## src/rtl/axis_rr_arbiter_if.sv

```systemverilog
// Signal bundle between NUM_SRC AXI-Stream sources, the round-robin arbiter and its sink.
// The master modport is the arbiter's view; the slave modport is the surrounding sources/sink.
interface axis_rr_arbiter_if #(
    parameter int unsigned NUM_SRC  = 4,
    parameter int unsigned T_DATA_W = 4,
    parameter int unsigned ID_W     = 2
);
    localparam int unsigned DataBits = 8 * T_DATA_W;

    logic [NUM_SRC*DataBits-1:0] s_tdata;
    logic [NUM_SRC*T_DATA_W-1:0] s_tkeep;
    logic [NUM_SRC-1:0]          s_tvalid;
    logic [NUM_SRC-1:0]          s_tlast;
    logic [NUM_SRC-1:0]          s_tready;

    logic [DataBits-1:0]         m_tdata;
    logic [T_DATA_W-1:0]         m_tkeep;
    logic                        m_tvalid;
    logic                        m_tlast;
    logic [ID_W-1:0]             m_tid;
    logic                        m_tready;
    logic                        overrun;

    modport master (
        input  s_tdata, s_tkeep, s_tvalid, s_tlast, m_tready,
        output s_tready, m_tdata, m_tkeep, m_tvalid, m_tlast, m_tid, overrun
    );

    modport slave (
        output s_tdata, s_tkeep, s_tvalid, s_tlast, m_tready,
        input  s_tready, m_tdata, m_tkeep, m_tvalid, m_tlast, m_tid, overrun
    );
endinterface

```

## src/rtl/axis_rr_arbiter.sv

```systemverilog
// Packet-locked round-robin arbiter merging NUM_SRC AXI-Stream sources onto one registered
// master port tagged with the source index; a beat watchdog truncates runaway packets.
module axis_rr_arbiter #(
    parameter int unsigned NUM_SRC   = 4,
    parameter int unsigned T_DATA_W  = 4,
    parameter int unsigned MAX_BEATS = 16,
    parameter int unsigned ID_W      = 2
) (
    input logic               aclk,
    input logic               aresetn,
    axis_rr_arbiter_if.master bus
);
    localparam int unsigned DataBits = 8 * T_DATA_W;
    localparam int unsigned SrcW     = (NUM_SRC > 1) ? $clog2(NUM_SRC) : 1;
    localparam int unsigned CntW     = $clog2(MAX_BEATS);
    localparam logic [SrcW-1:0] LastSrc = SrcW'(NUM_SRC - 1);
    localparam logic [CntW-1:0] CntMax  = CntW'(MAX_BEATS - 1);

    typedef enum logic [1:0] {StIdle, StLock, StDrop} state_e;

    state_e              state_q, state_d;
    logic [SrcW-1:0]     grant_q, grant_d;
    logic [SrcW-1:0]     last_grant_q, last_grant_d;
    logic [CntW-1:0]     beat_cnt_q, beat_cnt_d;

    logic [DataBits-1:0] m_tdata_q, m_tdata_d;
    logic [T_DATA_W-1:0] m_tkeep_q, m_tkeep_d;
    logic                m_tvalid_q, m_tvalid_d;
    logic                m_tlast_q, m_tlast_d;
    logic [ID_W-1:0]     m_tid_q, m_tid_d;
    logic                overrun_q, overrun_d;

    logic [NUM_SRC-1:0]  s_tready;
    logic                load_ok;
    logic                sel_valid, sel_last, at_max;
    logic [DataBits-1:0] sel_data;
    logic [T_DATA_W-1:0] sel_keep;
    logic                rr_found;
    logic [SrcW-1:0]     rr_pick, rr_cand;

    // Search starts one past the last packet owner, so the previous owner has lowest priority.
    always_comb begin
        rr_found = 1'b0;
        rr_pick  = last_grant_q;
        rr_cand  = last_grant_q;
        for (int unsigned k = 1; k <= NUM_SRC; k++) begin
            rr_cand = SrcW'((32'(last_grant_q) + k) % NUM_SRC);
            if (!rr_found && bus.s_tvalid[rr_cand]) begin
                rr_found = 1'b1;
                rr_pick  = rr_cand;
            end
        end
    end

    always_comb begin
        sel_data = '0;
        sel_keep = '0;
        for (int unsigned i = 0; i < NUM_SRC; i++) begin
            if (grant_q == SrcW'(i)) begin
                sel_data = bus.s_tdata[i*DataBits +: DataBits];
                sel_keep = bus.s_tkeep[i*T_DATA_W +: T_DATA_W];
            end
        end
    end

    assign sel_valid = bus.s_tvalid[grant_q];
    assign sel_last  = bus.s_tlast[grant_q];
    assign at_max    = (beat_cnt_q == CntMax);
    assign load_ok   = ~m_tvalid_q | bus.m_tready;

    always_comb begin
        state_d      = state_q;
        grant_d      = grant_q;
        last_grant_d = last_grant_q;
        beat_cnt_d   = beat_cnt_q;
        m_tdata_d    = m_tdata_q;
        m_tkeep_d    = m_tkeep_q;
        m_tvalid_d   = m_tvalid_q & ~bus.m_tready;
        m_tlast_d    = m_tlast_q;
        m_tid_d      = m_tid_q;
        overrun_d    = 1'b0;
        s_tready     = '0;

        unique case (state_q)
            StIdle: begin
                if (rr_found) begin
                    grant_d = rr_pick;
                    state_d = StLock;
                end
            end
            StLock: begin
                s_tready[grant_q] = load_ok;
                if (sel_valid && load_ok) begin
                    m_tdata_d  = sel_data;
                    m_tkeep_d  = sel_keep;
                    m_tid_d    = ID_W'(grant_q);
                    m_tvalid_d = 1'b1;
                    m_tlast_d  = sel_last | at_max;
                    if (sel_last) begin
                        last_grant_d = grant_q;
                        beat_cnt_d   = '0;
                        state_d      = StIdle;
                    end else if (at_max) begin
                        // Downstream sees a clean end of packet; the tail is swallowed in StDrop.
                        overrun_d  = 1'b1;
                        beat_cnt_d = '0;
                        state_d    = StDrop;
                    end else begin
                        beat_cnt_d = beat_cnt_q + 1'b1;
                    end
                end
            end
            StDrop: begin
                s_tready[grant_q] = 1'b1;
                if (sel_valid && sel_last) begin
                    last_grant_d = grant_q;
                    beat_cnt_d   = '0;
                    state_d      = StIdle;
                end
            end
            default: state_d = StIdle;
        endcase
    end

    always_ff @(posedge aclk or negedge aresetn) begin
        if (!aresetn) begin
            state_q      <= StIdle;
            grant_q      <= '0;
            last_grant_q <= LastSrc;
            beat_cnt_q   <= '0;
            m_tdata_q    <= '0;
            m_tkeep_q    <= '0;
            m_tvalid_q   <= 1'b0;
            m_tlast_q    <= 1'b0;
            m_tid_q      <= '0;
            overrun_q    <= 1'b0;
        end else begin
            state_q      <= state_d;
            grant_q      <= grant_d;
            last_grant_q <= last_grant_d;
            beat_cnt_q   <= beat_cnt_d;
            m_tdata_q    <= m_tdata_d;
            m_tkeep_q    <= m_tkeep_d;
            m_tvalid_q   <= m_tvalid_d;
            m_tlast_q    <= m_tlast_d;
            m_tid_q      <= m_tid_d;
            overrun_q    <= overrun_d;
        end
    end

    assign bus.s_tready = s_tready;
    assign bus.m_tdata  = m_tdata_q;
    assign bus.m_tkeep  = m_tkeep_q;
    assign bus.m_tvalid = m_tvalid_q;
    assign bus.m_tlast  = m_tlast_q;
    assign bus.m_tid    = m_tid_q;
    assign bus.overrun  = overrun_q;
endmodule

```

## src/flat_wrapper.sv

```systemverilog
// flat-port wrapper written by rule: the top's interface ports become plain ports
module axis_rr_arbiter_flat 
#(
    parameter int unsigned NUM_SRC   = 4,
    parameter int unsigned T_DATA_W  = 4,
    parameter int unsigned MAX_BEATS = 16,
    parameter int unsigned ID_W      = 2
)
  (aclk, aresetn, bus_s_tdata, bus_s_tkeep, bus_s_tvalid, bus_s_tlast, bus_m_tready, bus_s_tready, bus_m_tdata, bus_m_tkeep, bus_m_tvalid, bus_m_tlast, bus_m_tid, bus_overrun);
  axis_rr_arbiter_if #(.NUM_SRC(NUM_SRC), .T_DATA_W(T_DATA_W), .ID_W(ID_W)) bus_i ();
  input logic aclk;
  input logic aresetn;
  input wire logic [$bits(bus_i.s_tdata)-1:0] bus_s_tdata;
  input wire logic [$bits(bus_i.s_tkeep)-1:0] bus_s_tkeep;
  input wire logic [$bits(bus_i.s_tvalid)-1:0] bus_s_tvalid;
  input wire logic [$bits(bus_i.s_tlast)-1:0] bus_s_tlast;
  input wire logic [$bits(bus_i.m_tready)-1:0] bus_m_tready;
  output wire logic [$bits(bus_i.s_tready)-1:0] bus_s_tready;
  output wire logic [$bits(bus_i.m_tdata)-1:0] bus_m_tdata;
  output wire logic [$bits(bus_i.m_tkeep)-1:0] bus_m_tkeep;
  output wire logic [$bits(bus_i.m_tvalid)-1:0] bus_m_tvalid;
  output wire logic [$bits(bus_i.m_tlast)-1:0] bus_m_tlast;
  output wire logic [$bits(bus_i.m_tid)-1:0] bus_m_tid;
  output wire logic [$bits(bus_i.overrun)-1:0] bus_overrun;
  assign bus_i.s_tdata = bus_s_tdata;
  assign bus_i.s_tkeep = bus_s_tkeep;
  assign bus_i.s_tvalid = bus_s_tvalid;
  assign bus_i.s_tlast = bus_s_tlast;
  assign bus_i.m_tready = bus_m_tready;
  assign bus_s_tready = bus_i.s_tready;
  assign bus_m_tdata = bus_i.m_tdata;
  assign bus_m_tkeep = bus_i.m_tkeep;
  assign bus_m_tvalid = bus_i.m_tvalid;
  assign bus_m_tlast = bus_i.m_tlast;
  assign bus_m_tid = bus_i.m_tid;
  assign bus_overrun = bus_i.overrun;
  axis_rr_arbiter #(.NUM_SRC(NUM_SRC), .T_DATA_W(T_DATA_W), .MAX_BEATS(MAX_BEATS), .ID_W(ID_W)) u_core (.aclk(aclk), .aresetn(aresetn), .bus(bus_i));
endmodule
```

## config.mk

```make
export PLATFORM = sky130hd
export DESIGN_NAME = axis_rr_arbiter_flat
export DESIGN_NICKNAME = d
export VERILOG_FILES = /design/src/rtl/axis_rr_arbiter_if.sv /design/src/rtl/axis_rr_arbiter.sv /design/src/flat_wrapper.sv
export SDC_FILE = /design/constraint.sdc
export NUM_CORES = 1
export LEC_CHECK = 0
export ABC_AREA = 1
export BUFFER_PORTS_ARGS = -buffer_cell sky130_fd_sc_hd__buf_4
export CORE_AREA = 2 2 96 98
export DETAILED_ROUTE_END_ITERATION = 8
export DIE_AREA = 0 0 98 100
export PLACE_DENSITY = 0.72
export RECOVER_POWER = 100
export SLEW_MARGIN = 20
export SYNTH_ARGS = -nofsm -noshare
export SYNTH_HDL_FRONTEND = slang
export SYNTH_SLANG_ARGS = --single-unit
```

## constraint.sdc

```tcl
create_clock -name aclk -period 1.7 [get_ports aclk]
set_clock_uncertainty 0.2 [all_clocks]
set_input_delay 0.17 -clock aclk [delete_from_list [all_inputs] [get_ports aclk]]
set_output_delay 0.17 -clock aclk [all_outputs]
set_load 0.02 [all_outputs]
```

==> flow_results.xml <==
<?xml version="1.0" encoding="UTF-8"?>
<metrics>
  <group name="grt">
    <metric name="grt_start_max_net_pins" unit="">52</metric>
    <metric name="groute.usage.overall" unit="">0.255</metric>
    <metric name="number_of_global_route_vias_before_repair" unit="">4183</metric>
    <metric name="global_route_wire_length_before_repair" unit="µm">20200</metric>
    <metric name="grt_remaining_overflow" unit="">0</metric>
    <metric name="grt_antenna_before_repair" unit="">0</metric>
  </group>
  <group name="finish">
    <metric name="diodes" unit="">0</metric>
    <metric name="area_growth_syn_to_layout" unit="%">82.1</metric>
    <metric name="finalNonFillerCells" unit="">832</metric>
    <metric name="drive_above_1_share" unit="">0.497</metric>
    <metric name="fin_nets" unit="">879</metric>
    <metric name="finish.utilization" unit="">0.708</metric>
  </group>
  <group name="floorplan">
    <metric name="initial_core_util" unit="">0.389</metric>
    <metric name="num_rows" unit="">35</metric>
    <metric name="core" unit="µm²">8890</metric>
    <metric name="die-area" unit="µm²">9800</metric>
    <metric name="dieHeight" unit="µm">100</metric>
    <metric name="ios" unit="">200</metric>
    <metric name="dieWidth" unit="µm">98</metric>
  </group>
  <group name="setup_path">
    <metric name="critical_path.top_delay_family" unit="">buffers and inverters</metric>
    <metric name="timing.rr.end" unit="">u_core.bus.m_tdata[27]</metric>
    <metric name="critical_path.startpoint_type" unit="">register</metric>
    <metric name="critical_path.cell_chain" unit="">buf_6 -&gt; ha_4 -&gt; nor2_4 -&gt; inv_2 -&gt; o211ai_1 -&gt; buf_4 -&gt; nor3_2 -&gt; buf_4</metric>
    <metric name="reg2reg_setup_slack" unit="ns">-0.31</metric>
    <metric name="critical-path-top-cell-by-count" unit="">sky130_fd_sc_hd__buf_4</metric>
    <metric name="worstPathArrival" unit="ns">1.68</metric>
    <metric name="critPathKind" unit="">reg -&gt; out</metric>
    <metric name="r2r-start" unit="">u_core.grant_q[0]</metric>
    <metric name="required" unit="ns">1.33</metric>
    <metric name="cell_with_the_biggest_individual_delay_on_the_critical_path" unit="">sky130_fd_sc_hd__dfrtp_1</metric>
    <metric name="critPathMaxStageDelay" unit="ns">0.41</metric>
    <metric name="cp-end-kind" unit="">output port</metric>
    <metric name="worstPathBufferInverterCount" unit="">4</metric>
    <metric name="crit_start" unit="">u_core.state_q[1]</metric>
    <metric name="timing.critical_path.fanout_max" unit="">3</metric>
    <metric name="worst_r2r_path_depth" unit="">10</metric>
  </group>
  <group name="cts">
    <metric name="root_buffer" unit="">sky130_fd_sc_hd__clkbuf_8</metric>
    <metric name="clock_sink_count" unit="">51</metric>
    <metric name="tritoncts_clock_tree" unit="">done</metric>
    <metric name="numCtsBuffers" unit="">5</metric>
    <metric name="clk_pin_slew_worst_paths" unit="ns">0.10</metric>
    <metric name="clkLatencyLatePin" unit="ns">0.31</metric>
    <metric name="cts_max_level" unit="">2</metric>
    <metric name="clk_path_buf_depth" unit="">2</metric>
  </group>
  <group name="placed_design">
    <metric name="detailedPlacementHpwl" unit="µm">8650</metric>
    <metric name="dpl.cell_count" unit="">777</metric>
    <metric name="gp_routability_congestion" unit="">0.862</metric>
    <metric name="io_buffer_count" unit="">199</metric>
  </group>
  <group name="timing">
    <metric name="fin_worst_hold_slack" unit="ns">0.00676</metric>
    <metric name="layout_worst_path_cycle_share" unit="">1.21</metric>
    <metric name="worst-slew-pin-transition" unit="ns">1.14</metric>
    <metric name="timing.final.hold_violations" unit="">0</metric>
    <metric name="final.setup.worst_slack" unit="ns">-0.354</metric>
    <metric name="relSlewSlack" unit="">0.239</metric>
    <metric name="timing.final.max_slew_violations" unit="">0</metric>
    <metric name="final-setup-viol-count" unit="">54</metric>
    <metric name="timing.final.crit_period" unit="ns">2.05</metric>
    <metric name="clock.fmax" unit="MHz">487</metric>
    <metric name="rsz0062_at_grt" unit="">yes</metric>
  </group>
  <group name="synthesis">
    <metric name="postSynthRegisterBits" unit="">51</metric>
    <metric name="post_synth_and_or_nand_nor_area_fraction" unit="">0.364</metric>
    <metric name="synth_net_count" unit="">599</metric>
    <metric name="post_synthesis_xor_xnor_area_fraction" unit="">0.00253</metric>
    <metric name="synthDominantAreaCellType" unit="">sky130_fd_sc_hd__dfrtp_1</metric>
    <metric name="ys_types" unit="">32</metric>
    <metric name="synth_compound_gate_area_share" unit="">0.0235</metric>
    <metric name="synth-seq-area-share" unit="">0.370</metric>
    <metric name="synth.top_cell.area_share" unit="">0.355</metric>
    <metric name="synth.mux.area_fraction" unit="">0.155</metric>
    <metric name="synth_area" unit="µm²">3460</metric>
    <metric name="synth_top_cells_by_area" unit="">sky130_fd_sc_hd__dfrtp_1, sky130_fd_sc_hd__nand2_1, sky130_fd_sc_hd__mux2_4</metric>
    <metric name="dominant_combinational_cell_family_by_area_after_synthesis" unit="">simple AND/OR/NAND/NOR gates</metric>
    <metric name="synth_fa_ha_area_frac" unit="">0.0145</metric>
    <metric name="postSynthCellCount" unit="">440</metric>
    <metric name="syn-mean-instance-area" unit="µm²">7.86</metric>
    <metric name="ys_warn_count" unit="">0</metric>
  </group>
  <group name="routing">
    <metric name="route.detailed.vias_per_inst" unit="">5.19</metric>
    <metric name="drt_iter0_markers" unit="">205</metric>
    <metric name="wl_met2" unit="µm">7210</metric>
    <metric name="wl_met1" unit="µm">5550</metric>
    <metric name="pre_repair_dr_iteration_count" unit="">4</metric>
    <metric name="top_layer_used" unit="">met4</metric>
    <metric name="totalWireLength" unit="µm">14100</metric>
    <metric name="route.detailed.wl_per_inst" unit="µm">17.0</metric>
    <metric name="vias" unit="">4314</metric>
    <metric name="met3_length" unit="µm">907</metric>
    <metric name="remaining_drc_errors" unit="">0</metric>
    <metric name="detail-route-antenna-nets" unit="">0</metric>
  </group>
  <group name="power">
    <metric name="reported_leakage_power" unit="µW">0.00311</metric>
    <metric name="power_per_standard_cell_area" unit="nW/µm²">1850</metric>
    <metric name="power.ir.vdd_worst" unit="µV">1010</metric>
    <metric name="p_total" unit="µW">11600</metric>
  </group>
  <group name="flow_run">
    <metric name="cap_violations" unit="">0</metric>
  </group>
  <group name="hold_path">
    <metric name="min-delay-start" unit="">bus_s_tdata[5]</metric>
    <metric name="hold_depth" unit="">4</metric>
    <metric name="worst_hold_path.endpoint" unit="">u_core.bus.m_tdata[5]</metric>
    <metric name="min_path_type" unit="">in -&gt; reg</metric>
  </group>
  <group name="run_status">
    <metric name="violations" unit="">negative setup slack</metric>
    <metric name="result_of_the_run" unit="">finished, violations left</metric>
  </group>
</metrics>
cell usage in the layout, fill, tap and decap left out, drive strengths merged:
cell type / instances
nand4: 39
nor3: 4
o22a: 1
o211ai: 2
mux2: 36
bufinv: 1
clkinv: 3
xor2: 1
o21ai: 5
buf: 235
dfrtp: 49
bufbuf: 1
inv: 25
nand2: 220
dlygate4sd3: 11
nand3: 14
nor3b: 1
o2111ai: 1
ha: 4
o21a: 3
dfstp: 2
nor2: 13
clkbuf: 49
nor4: 1
repair_timing:
| action | in CTS | in global routing |
|---|---|---|
| hold buffers | 11 | 0 |
| hold endpoints to repair | 57 | 0 |
| setup buffers | 19 | 17 |
| gates resized for setup | 56 | 76 |
| gates cloned | 5 | 4 |
| setup endpoints to repair | 51 | 54 |
| pin swaps | 12 | 37 |
metrics by stage:
| stage | TNS [ns] | setup WS, ns | cell area, µm² |
|---|---|---|---|
| 6_report | -13.26 | -0.354 | 6300 |
| 5_1_grt | -18.48 | -0.418 | 6300 |
| 4_1_cts | -10.03 | -0.316 | 6060 |
| 3_5_place_dp | -4.71 | -0.127 | 5360 |
| 3_3_place_gp | -3.44 | -0.104 | 5360 |
| 2_1_floorplan | -1.49 | -0.0431 | 3460 |
power breakdown:
group          leakage [µW]  switching (µW)  internal [µW]
clock network     0.0000581             418            439
logic               0.00243            4340           4200
registers          0.000621             424           1820
total               0.00311            5180           6460
metal layers:
layer	GRT usage	vias up
met1	0.321	2067
met2	0.453	209
met5	0	-
met3	0.0467	37
met4	0.0673	0
li1	-	2001
state kept, by name, indices dropped and copies added, names as in the netlist:
register,count
u_core.bus.m_tvalid,1
u_core.bus.m_tkeep,4
u_core.bus.m_tlast,1
u_core.last_grant_q,2
u_core.beat_cnt_q,4
u_core.state_q,2
u_core.bus.m_tdata,32
u_core.bus.overrun,1
u_core.bus.m_tid,2
u_core.grant_q,2
logic make-up (layout without fill, tap and decap cells):
kind of cell | count (synthesis) | in the layout
adders and majority gates | 4 | 4
DFF | 51 | 51
xor gates and xnor gates | 1 | 1
buffers and inverters | 44 | 325
and+or+nand+nor | 292 | 292
AOI/OAI and AO/OA | 12 | 12
muxes | 36 | 36
Yosys cell counts:
cell,number
sky130_fd_sc_hd__buf_12,3
sky130_fd_sc_hd__buf_2,6
sky130_fd_sc_hd__buf_4,1
sky130_fd_sc_hd__buf_6,1
sky130_fd_sc_hd__buf_8,1
sky130_fd_sc_hd__clkbuf_1,6
sky130_fd_sc_hd__clkinv_1,1
sky130_fd_sc_hd__dfrtp_1,49
sky130_fd_sc_hd__dfstp_2,2
sky130_fd_sc_hd__ha_1,4
sky130_fd_sc_hd__inv_1,21
sky130_fd_sc_hd__inv_2,4
sky130_fd_sc_hd__mux2_2,1
sky130_fd_sc_hd__mux2_4,35
sky130_fd_sc_hd__nand2_1,216
sky130_fd_sc_hd__nand2_2,3
sky130_fd_sc_hd__nand2_4,1
sky130_fd_sc_hd__nand3_1,14
sky130_fd_sc_hd__nand4_1,39
sky130_fd_sc_hd__nor2_1,10
sky130_fd_sc_hd__nor2_2,2
sky130_fd_sc_hd__nor2_8,1
sky130_fd_sc_hd__nor3_1,4
sky130_fd_sc_hd__nor3b_1,1
sky130_fd_sc_hd__nor4_1,1
sky130_fd_sc_hd__o2111ai_1,1
sky130_fd_sc_hd__o211ai_1,2
sky130_fd_sc_hd__o21a_1,3
sky130_fd_sc_hd__o21ai_0,4
sky130_fd_sc_hd__o21ai_1,1
sky130_fd_sc_hd__o22a_2,1
sky130_fd_sc_hd__xor2_1,1
how the worst max path moves through the flow:
stage               slack [ns]  cells after the start                endpoint
finish                   -0.35                      8         bus_s_tready[2]
floorplan                -0.04                      9  u_core.bus.m_tdata[10]
global route             -0.42                      8         bus_s_tready[2]
global placement         -0.10                      9   u_core.bus.m_tdata[9]
CTS                      -0.32                      8         bus_s_tready[2]
detailed placement       -0.13                      9  u_core.bus.m_tdata[13]
tightest hold or removal path, stage by stage:
cell and delay, ns:
sky130_fd_sc_hd__buf_4 0.08, sky130_fd_sc_hd__nand2_1 0.04, sky130_fd_sc_hd__nand4_1 0.07, sky130_fd_sc_hd__mux2_4 0.14
layout make-up:
class	count	area, µm²
Sequential cell	51	1280
Fill cell	673	2590
Clock inverter	3	43.8
Inverter	26	125
Timing Repair Buffer	291	2410
Clock buffer	5	68.8
Multi-Input combinational cell	345	2230
Tap cell	111	139
Power figures use the tool's default switching activity.
